**config.mk**
```make
export PLATFORM = sky130hd
export DESIGN_NAME = uart_tx_fifo_flat
export DESIGN_NICKNAME = d
export VERILOG_FILES = /design/src/rtl/uart_tx_fifo_if.sv /design/src/rtl/uart_tx_fifo.sv /design/src/flat_wrapper.sv
export SDC_FILE = /design/constraint.sdc
export NUM_CORES = 1
export LEC_CHECK = 0
export ABC_CLOCK_PERIOD_IN_PS = 3200
export CORE_MARGIN = 3
export CORE_UTILIZATION = 40
export CTS_BUF_LIST = sky130_fd_sc_hd__clkbuf_8 sky130_fd_sc_hd__clkbuf_16
export CTS_CLUSTER_DIAMETER = 50
export DETAILED_ROUTE_END_ITERATION = 8
export SYNTH_ARGS = -nofsm -noshare
export SYNTH_HDL_FRONTEND = slang
export SYNTH_SLANG_ARGS = --single-unit
```
**constraint.sdc**
```tcl
create_clock -name clk_i -period 3.2 [get_ports clk_i]
set_input_delay 0.96 -clock clk_i [delete_from_list [all_inputs] [get_ports clk_i]]
set_output_delay 0.96 -clock clk_i [all_outputs]
set_load 0.05 [all_outputs]
```
**src/rtl/uart_tx_fifo_if.sv**
```systemverilog
// Write handshake and status bundle for the buffered UART transmitter.
// The design side uses the slave modport, the producer side the master modport.
interface uart_tx_fifo_if #(
    parameter int DATA_BITS  = 8,
    parameter int FIFO_DEPTH = 16
);
    logic                        valid_i;
    logic [DATA_BITS-1:0]        data_i;
    logic                        ready_o;
    logic                        uart_tx_o;
    logic                        busy_o;
    logic [$clog2(FIFO_DEPTH):0] level_o;

    modport slave (
        input  valid_i, data_i,
        output ready_o, uart_tx_o, busy_o, level_o
    );

    modport master (
        output valid_i, data_i,
        input  ready_o, uart_tx_o, busy_o, level_o
    );
endinterface

```
**src/rtl/uart_tx_fifo.sv**
```systemverilog
// Buffered UART transmitter: synchronous TX FIFO feeding a framer with
// configurable data bits, parity and stop bits at a fixed FREQ/BAUD divider.
module uart_tx_fifo #(
    parameter int FREQ       = 27000000,
    parameter int BAUD       = 115200,
    parameter int DATA_BITS  = 8,
    parameter int PARITY     = 0,
    parameter int STOP_BITS  = 1,
    parameter int FIFO_DEPTH = 16
) (
    input  logic          clk_i,
    input  logic          rstn_i,
    uart_tx_fifo_if.slave bus
);
    localparam int DIV      = FREQ / BAUD;
    localparam int CW       = (DIV > 1) ? $clog2(DIV) : 1;
    localparam int AW       = (FIFO_DEPTH > 1) ? $clog2(FIFO_DEPTH) : 1;
    localparam int LW       = AW + 1;
    localparam int PAR_NONE = 0;
    localparam int PAR_ODD  = 1;

    if (DIV < 2) begin : g_bad_div
        $error("uart_tx_fifo: FREQ/BAUD must be at least 2");
    end
    if (FIFO_DEPTH < 2 || (FIFO_DEPTH & (FIFO_DEPTH - 1)) != 0) begin : g_bad_depth
        $error("uart_tx_fifo: FIFO_DEPTH must be a power of two >= 2");
    end
    if (DATA_BITS < 5 || DATA_BITS > 9) begin : g_bad_data_bits
        $error("uart_tx_fifo: DATA_BITS must be 5..9");
    end
    if (PARITY < 0 || PARITY > 2) begin : g_bad_parity
        $error("uart_tx_fifo: PARITY must be 0, 1 or 2");
    end
    if (STOP_BITS < 1 || STOP_BITS > 2) begin : g_bad_stop_bits
        $error("uart_tx_fifo: STOP_BITS must be 1 or 2");
    end

    typedef enum logic [2:0] {
        S_IDLE,
        S_START,
        S_DATA,
        S_PARITY,
        S_STOP
    } state_t;

    logic [DATA_BITS-1:0] r_mem [FIFO_DEPTH];
    logic [AW-1:0]        r_wr_ptr;
    logic [AW-1:0]        r_rd_ptr;
    logic [LW-1:0]        r_level;
    logic                 w_push;
    logic                 w_pop;
    logic                 w_empty;
    logic                 w_full;
    logic [DATA_BITS-1:0] w_rd_data;
    logic                 w_load_parity;

    state_t               r_state;
    state_t               w_state_next;
    logic [CW-1:0]        r_baud_cnt;
    logic [CW-1:0]        w_baud_next;
    logic [3:0]           r_bit_cnt;
    logic [3:0]           w_bit_next;
    logic [DATA_BITS-1:0] r_shift;
    logic [DATA_BITS-1:0] w_shift_next;
    logic                 r_parity;
    logic                 w_parity_next;
    logic                 w_bit_end;
    logic                 w_tx_bit;
    logic                 r_tx;

    assign w_empty   = (r_level == '0);
    assign w_full    = (r_level == LW'(FIFO_DEPTH));
    assign w_push    = bus.valid_i && !w_full;
    assign w_rd_data = r_mem[r_rd_ptr];
    assign w_bit_end = (r_baud_cnt == CW'(DIV - 1));

    // Parity is fixed when the character is loaded, before shifting destroys it.
    assign w_load_parity = (^w_rd_data) ^ (PARITY == PAR_ODD);

    // NOTE: the storage array has no reset; only pointers and level define
    // which entries are valid, so clearing the data would be wasted logic.
    always_ff @(posedge clk_i) begin
        if (w_push) begin
            r_mem[r_wr_ptr] <= bus.data_i;
        end
    end

    always_ff @(posedge clk_i or negedge rstn_i) begin
        if (!rstn_i) begin
            r_wr_ptr <= '0;
            r_rd_ptr <= '0;
            r_level  <= '0;
        end else begin
            if (w_push) begin
                r_wr_ptr <= r_wr_ptr + AW'(1);
            end
            if (w_pop) begin
                r_rd_ptr <= r_rd_ptr + AW'(1);
            end
            if (w_push && !w_pop) begin
                r_level <= r_level + LW'(1);
            end else if (w_pop && !w_push) begin
                r_level <= r_level - LW'(1);
            end
        end
    end

    // NOTE: every output of this block is given a default before the case,
    // so no path leaves a signal unassigned and no latch is inferred.
    always_comb begin
        w_state_next  = r_state;
        w_baud_next   = w_bit_end ? '0 : r_baud_cnt + CW'(1);
        w_bit_next    = r_bit_cnt;
        w_shift_next  = r_shift;
        w_parity_next = r_parity;
        w_pop         = 1'b0;
        w_tx_bit      = 1'b1;

        case (r_state)
            S_IDLE: begin
                w_baud_next = '0;
                if (!w_empty) begin
                    w_pop         = 1'b1;
                    w_shift_next  = w_rd_data;
                    w_parity_next = w_load_parity;
                    w_state_next  = S_START;
                end
            end
            S_START: begin
                w_tx_bit = 1'b0;
                if (w_bit_end) begin
                    w_bit_next   = '0;
                    w_state_next = S_DATA;
                end
            end
            S_DATA: begin
                w_tx_bit = r_shift[0];
                if (w_bit_end) begin
                    w_shift_next = r_shift >> 1;
                    if (r_bit_cnt == 4'(DATA_BITS - 1)) begin
                        w_bit_next   = '0;
                        w_state_next = (PARITY != PAR_NONE) ? S_PARITY : S_STOP;
                    end else begin
                        w_bit_next = r_bit_cnt + 4'd1;
                    end
                end
            end
            S_PARITY: begin
                w_tx_bit = r_parity;
                if (w_bit_end) begin
                    w_bit_next   = '0;
                    w_state_next = S_STOP;
                end
            end
            S_STOP: begin
                if (w_bit_end) begin
                    if (r_bit_cnt == 4'(STOP_BITS - 1)) begin
                        w_bit_next = '0;
                        // Chain straight into the next frame so there is no idle gap.
                        if (!w_empty) begin
                            w_pop         = 1'b1;
                            w_shift_next  = w_rd_data;
                            w_parity_next = w_load_parity;
                            w_state_next  = S_START;
                        end else begin
                            w_state_next = S_IDLE;
                        end
                    end else begin
                        w_bit_next = r_bit_cnt + 4'd1;
                    end
                end
            end
            default: begin
                w_baud_next  = '0;
                w_state_next = S_IDLE;
            end
        endcase
    end

    // NOTE: state registers use non-blocking assignments so every register
    // samples the values computed before the edge, independent of block order.
    always_ff @(posedge clk_i or negedge rstn_i) begin
        if (!rstn_i) begin
            r_state    <= S_IDLE;
            r_baud_cnt <= '0;
            r_bit_cnt  <= '0;
            r_shift    <= '0;
            r_parity   <= 1'b0;
            r_tx       <= 1'b1;
        end else begin
            r_state    <= w_state_next;
            r_baud_cnt <= w_baud_next;
            r_bit_cnt  <= w_bit_next;
            r_shift    <= w_shift_next;
            r_parity   <= w_parity_next;
            r_tx       <= w_tx_bit;
        end
    end

    assign bus.ready_o   = !w_full;
    assign bus.uart_tx_o = r_tx;
    assign bus.busy_o    = (r_state != S_IDLE) || !w_empty;
    assign bus.level_o   = r_level;
endmodule

```
**src/flat_wrapper.sv**
```systemverilog
// flat-port wrapper written by rule: the top's interface ports become plain ports
module uart_tx_fifo_flat 
#(
    parameter int FREQ       = 27000000,
    parameter int BAUD       = 115200,
    parameter int DATA_BITS  = 8,
    parameter int PARITY     = 0,
    parameter int STOP_BITS  = 1,
    parameter int FIFO_DEPTH = 16
)
  (clk_i, rstn_i, bus_valid_i, bus_data_i, bus_ready_o, bus_uart_tx_o, bus_busy_o, bus_level_o);
  uart_tx_fifo_if #(.DATA_BITS(DATA_BITS), .FIFO_DEPTH(FIFO_DEPTH)) bus_i ();
  input  logic clk_i;
  input  logic rstn_i;
  input wire logic [$bits(bus_i.valid_i)-1:0] bus_valid_i;
  input wire logic [$bits(bus_i.data_i)-1:0] bus_data_i;
  output wire logic [$bits(bus_i.ready_o)-1:0] bus_ready_o;
  output wire logic [$bits(bus_i.uart_tx_o)-1:0] bus_uart_tx_o;
  output wire logic [$bits(bus_i.busy_o)-1:0] bus_busy_o;
  output wire logic [$bits(bus_i.level_o)-1:0] bus_level_o;
  assign bus_i.valid_i = bus_valid_i;
  assign bus_i.data_i = bus_data_i;
  assign bus_ready_o = bus_i.ready_o;
  assign bus_uart_tx_o = bus_i.uart_tx_o;
  assign bus_busy_o = bus_i.busy_o;
  assign bus_level_o = bus_i.level_o;
  uart_tx_fifo #(.FREQ(FREQ), .BAUD(BAUD), .DATA_BITS(DATA_BITS), .PARITY(PARITY), .STOP_BITS(STOP_BITS), .FIFO_DEPTH(FIFO_DEPTH)) u_core (.clk_i(clk_i), .rstn_i(rstn_i), .bus(bus_i));
endmodule
```
==> qor_table.md <==
| Metric | Value |
|---|---|
| Via count | 3671 |
| Sort of element at the end of the critical path | primary output |
| Final layout net count | 491 |
| Number of register bits inferred by synthesis | 166 |
| Cell-by-cell trace of the critical path | nor4_2 > nand2_2 > clkdlybuf4s50_1 |
| Area growth syn-to-layout | 14.8% |
| Finish-stage setup viols | 0 |
| Gpl congestion | 0.831 |
| Crit path max fanout | 5 |
| Highest clock frequency the design can meet | 331 MHz |
| Starting density of the core | 41.6% |
| Final period util | 94.5% |
| Library cell used as clock root buffer | sky130_fd_sc_hd__clkbuf_16 |
| Number of design rule violations left after detail routing | 0 |
| Netlist cell types | 45 |
| Number of primary I/O pins | 19 |
| Sequential-to-total area share from yosys stat | 68.0% |
| Avg Inst Size Synth | 16.5 µm² |
| Dominant delay contributor by cell family on the critical path | buffers and inverters |
| Clock period minus final worst setup slack | 3.02 ns |
| Die Span Y | 139 µm |
| Design area | 8100 µm² |
| Lkg Pwr | 2.83 nW |
| Number of nets still failing antenna checks after routing | 0 |
| Number of buffers created by CTS | 17 |
| Worst-case hold slack | 0.516 ns |
| Fin worst setup slack | 0.175 ns |
| Peak supply drop | 0.431 mV |
| Vias in the first global route | 3734 |
| Standard cell with the maximum stage delay on the critical path | sky130_fd_sc_hd__clkdlybuf4s50_1 |
| Class of the tightest hold or removal check | flop to flop |
| Worst-skew pair later-pin latency | 0.42 ns |
| Data required time at the worst endpoint | 2.24 ns |
| Detailed Route WL | 13200 µm |
| Count of endpoints failing hold in the final timing report | 0 |
| IO Port Bufs | 18 |
| Maximum root-to-sink buffer count | 2 |
| Run status | completed |
| Initial antenna violation count | 0 |
| Largest net degree at the start of global routing | 39 |
| Average detailed-routed wire length per instance | 18.9 µm |
| Pre-CTS setup slack | 0.155 ns |
| Total gr overflow | 0 |
| Post-Synthesis Cell Area | 7050 µm² |
| Setup_tns | 0 ns |
| Detailed Place HPWL | 8620 µm |
| Setup repair after global routing missed its margin | no |
| Width of the die | 139 µm |
| CTS H-tree lvls | 4 |
| Clk slew on worst S/H paths | 0.07 ns |
| Die Outline Area | 19300 µm² |
| Sink count of the clock tree | 166 |
| Total routing usage reported by global routing | 14.3% |
| Max-slew headroom | 42.4% |
| Diodes inserted | 0 |
| Number of search-and-repair iterations in the first detailed-routing pass | 5 |
| Worst clock skew | 0.0109 ns |
| Cell Area, Placed | 7540 µm² |
| Fraction of layout cells with a size suffix above 1 | 18.4% |
| Count of mapped cells out of synthesis | 427 |
| Clock tree from TritonCTS | done |
| Number of DRC markers after the initial detailed-route iteration | 254 |
| Area of the core | 16900 µm² |
| Critical path's largest stage delay | 0.71 ns |
| Number of vias per cell after detailed routing | 5.25 |
| Max-slew violation total from the final report | 0 |
| Worst slew pin tran | 0.863 ns |
| Critical path startpoint category | flop |
| Total buffers and inverters traversed by the critical path | 1 |
| Synthesis warning total | 0 |
| Cell row count | 47 |
| Global-route wire length before repair | 21200 µm |
| Utilization after layout | 47.8% |
| Category of the critical setup timing path | flop to primary output |
| WP data arrival | 2.06 ns |
| Max cap viols | 0 |
| Number of nets in the synthesized netlist | 452 |
| Pwr dens | 664 nW/µm² |
where the power goes:
| group | switching [mW] | internal [mW] |
|---|---|---|
| logic | 0.499 | 0.328 |
| clock network | 0.871 | 1.01 |
| registers | 0.118 | 2.55 |
| total | 1.49 | 3.89 |
worst register-to-register path, cell delays in order, from the launching register on:
cell and delay, ns:
sky130_fd_sc_hd__dfrtp_1 0.42, sky130_fd_sc_hd__inv_1 0.07, sky130_fd_sc_hd__ha_1 0.13, sky130_fd_sc_hd__nor3b_2 0.18, sky130_fd_sc_hd__buf_4 0.15, sky130_fd_sc_hd__nand2_2 0.08, sky130_fd_sc_hd__a2111oi_4 0.37, sky130_fd_sc_hd__inv_1 0.12
sky130_fd_sc_hd__ha_1 0.25, sky130_fd_sc_hd__inv_2 0.10, sky130_fd_sc_hd__ha_1 0.27, sky130_fd_sc_hd__a21o_1 0.19, sky130_fd_sc_hd__a21oi_1 0.16, sky130_fd_sc_hd__xnor2_1 0.13, sky130_fd_sc_hd__nor2_1 0.07, sky130_fd_sc_hd__xor2_1 0.15
final timing paths:
kind	slack, ns	startpoint	endpoint	cells past startpoint
max	0.18	u_core.bus.level_o[1]$_DFFE_PN0P_	bus_ready_o	3
min	0.52	u_core.r_baud_cnt[0]$_DFF_PN0_	u_core.r_baud_cnt[0]$_DFF_PN0_	1
max reg2reg	0.26	u_core.r_bit_cnt[0]$_DFFE_PN0P_	u_core.bus.level_o[4]$_DFFE_PN0P_	15
min reg2reg	0.52	u_core.r_baud_cnt[0]$_DFF_PN0_	u_core.r_baud_cnt[0]$_DFF_PN0_	1
max in group asynchronous	1.94	rstn_i	u_core.r_rd_ptr[0]$_DFFE_PN0P_	1
min in group asynchronous	0.65	rstn_i	u_core.r_baud_cnt[7]$_DFF_PN0_	1
sequential cells by signal, indices dropped and copies added, names as in the netlist:
signal	flops
u_core.r_baud_cnt	8
u_core.r_wr_ptr	4
u_core.r_state	3
u_core.bus.level_o	5
u_core.r_mem	128
u_core.r_bit_cnt	4
u_core.r_rd_ptr	4
u_core.r_shift	8
u_core.bus.uart_tx_o	1
u_core.r_parity	1
cell usage in the layout, fill, tap and decap left out, types with 2 or more instances in the layout:
cell	instances
sky130_fd_sc_hd__a21o_1	3
sky130_fd_sc_hd__a21oi_1	13
sky130_fd_sc_hd__a22oi_1	16
sky130_fd_sc_hd__and2_1	2
sky130_fd_sc_hd__buf_4	23
sky130_fd_sc_hd__clkbuf_16	17
sky130_fd_sc_hd__clkdlybuf4s50_1	16
sky130_fd_sc_hd__clkinv_4	2
sky130_fd_sc_hd__clkinvlp_4	4
sky130_fd_sc_hd__dfrtp_1	36
sky130_fd_sc_hd__edfxtp_1	128
sky130_fd_sc_hd__ha_1	13
sky130_fd_sc_hd__inv_1	10
sky130_fd_sc_hd__inv_6	3
sky130_fd_sc_hd__inv_8	3
sky130_fd_sc_hd__mux2_2	2
sky130_fd_sc_hd__mux2i_1	7
sky130_fd_sc_hd__mux4_1	11
sky130_fd_sc_hd__mux4_2	21
sky130_fd_sc_hd__nand2_1	28
sky130_fd_sc_hd__nand2_2	2
sky130_fd_sc_hd__nand2b_1	7
sky130_fd_sc_hd__nand3_1	8
sky130_fd_sc_hd__nand3b_1	2
sky130_fd_sc_hd__nand4_1	3
sky130_fd_sc_hd__nor2_1	34
sky130_fd_sc_hd__nor2b_1	5
sky130_fd_sc_hd__nor3_1	4
sky130_fd_sc_hd__nor3b_2	2
sky130_fd_sc_hd__o21ai_0	13
sky130_fd_sc_hd__o22ai_1	2
sky130_fd_sc_hd__xnor2_1	17
sky130_fd_sc_hd__xor2_1	7
metrics by stage:
stage	power, mW	cells
2_1_floorplan	3.22	427
3_3_place_gp	3.51	667
6_report	5.38	699
3_5_place_dp	3.54	667
4_1_cts	5.42	699
5_1_grt	5.61	699
metal layers:
layer	share of wire (%)	wire length [µm]	global-route usage [%]	up-vias
li1	-	-	-	1703
met1	45	6020	20.3	1876
met2	48	6340	21.9	79
met3	5.3	701	3.72	13
met4	1.4	183	4.38	0
met5	0	0	0	-
kinds of logic (layout without fill, tap and decap cells):
kind of cell             Yosys count  in the layout  share of synthesized area [%]
flip-flops                       166            166                           68.0
adder cells (fa/ha/maj)           14             14                           2.59
multiplexers                      41             41                           12.1
buffers and inverters             30             82                           2.61
XOR/XNOR                          24             24                           2.98
AO/OA/AOI/OAI                     50             50                           4.67
AND/OR/NAND/NOR                  102            102                           7.03
cell type report:
| type | instances | area [µm²] |
|---|---|---|
| clock buffers | 17 | 425 |
| clock inverters | 15 | 120 |
| fillers | 1450 | 8840 |
| inverters | 9 | 33.8 |
| multi-input cells | 231 | 2090 |
| flip-flops and latches | 166 | 4800 |
| well taps | 220 | 275 |
| repair buffers | 41 | 358 |
cells in the mapped netlist:
library cell | instances | area, µm²
sky130_fd_sc_hd__buf_1 | 2 | 7.51
sky130_fd_sc_hd__nor2_1 | 34 | 128
sky130_fd_sc_hd__nand2b_1 | 7 | 43.8
sky130_fd_sc_hd__nand2_2 | 1 | 6.26
sky130_fd_sc_hd__nor3b_1 | 1 | 7.51
sky130_fd_sc_hd__nor3b_2 | 1 | 12.5
sky130_fd_sc_hd__a22oi_1 | 16 | 120
sky130_fd_sc_hd__nor4_1 | 1 | 6.26
sky130_fd_sc_hd__or3_1 | 1 | 6.26
sky130_fd_sc_hd__nor3_1 | 4 | 20.0
sky130_fd_sc_hd__buf_6 | 2 | 22.5
sky130_fd_sc_hd__mux2_2 | 2 | 22.5
sky130_fd_sc_hd__fa_1 | 1 | 20.0
sky130_fd_sc_hd__xnor2_1 | 17 | 149
sky130_fd_sc_hd__nand3_1 | 8 | 40.0
sky130_fd_sc_hd__mux4_2 | 21 | 473
sky130_fd_sc_hd__mux2i_1 | 7 | 70.1
sky130_fd_sc_hd__xor2_1 | 7 | 61.3
sky130_fd_sc_hd__o22ai_1 | 2 | 12.5
sky130_fd_sc_hd__a21oi_1 | 13 | 65.1
sky130_fd_sc_hd__clkbuf_1 | 4 | 15.0
sky130_fd_sc_hd__buf_12 | 1 | 20.0
sky130_fd_sc_hd__nand3b_1 | 2 | 15.0
sky130_fd_sc_hd__edfxtp_1 | 128 | 3840
sky130_fd_sc_hd__o31ai_1 | 1 | 7.51
sky130_fd_sc_hd__clkbuf_4 | 1 | 7.51
sky130_fd_sc_hd__and2_1 | 2 | 12.5
sky130_fd_sc_hd__nor4b_4 | 1 | 23.8
sky130_fd_sc_hd__buf_4 | 3 | 22.5
sky130_fd_sc_hd__nand2_1 | 29 | 109
sky130_fd_sc_hd__and3_1 | 1 | 6.26
sky130_fd_sc_hd__nor2b_1 | 5 | 31.3
sky130_fd_sc_hd__o21ai_0 | 13 | 65.1
sky130_fd_sc_hd__ha_1 | 13 | 163
sky130_fd_sc_hd__clkdlybuf4s25_2 | 3 | 30.0
sky130_fd_sc_hd__dfrtp_1 | 37 | 926
sky130_fd_sc_hd__mux4_1 | 11 | 289
sky130_fd_sc_hd__buf_2 | 5 | 25.0
sky130_fd_sc_hd__dfstp_2 | 1 | 26.3
sky130_fd_sc_hd__and3b_1 | 1 | 8.76
sky130_fd_sc_hd__nand4_1 | 3 | 18.8
sky130_fd_sc_hd__a2111oi_4 | 1 | 27.5
sky130_fd_sc_hd__o41ai_1 | 1 | 8.76
sky130_fd_sc_hd__a21o_1 | 3 | 22.5
sky130_fd_sc_hd__inv_1 | 9 | 33.8
repair_timing:
action | CTS | global route
gates resized for setup | 0 | 3
hold endpoints to repair | 0 | 0
hold buffers | 0 | 0
endpoints found under the setup margin | 0 | 2
setup buffers | 0 | 0
No activity file was read; power rests on OpenSTA's default activity.
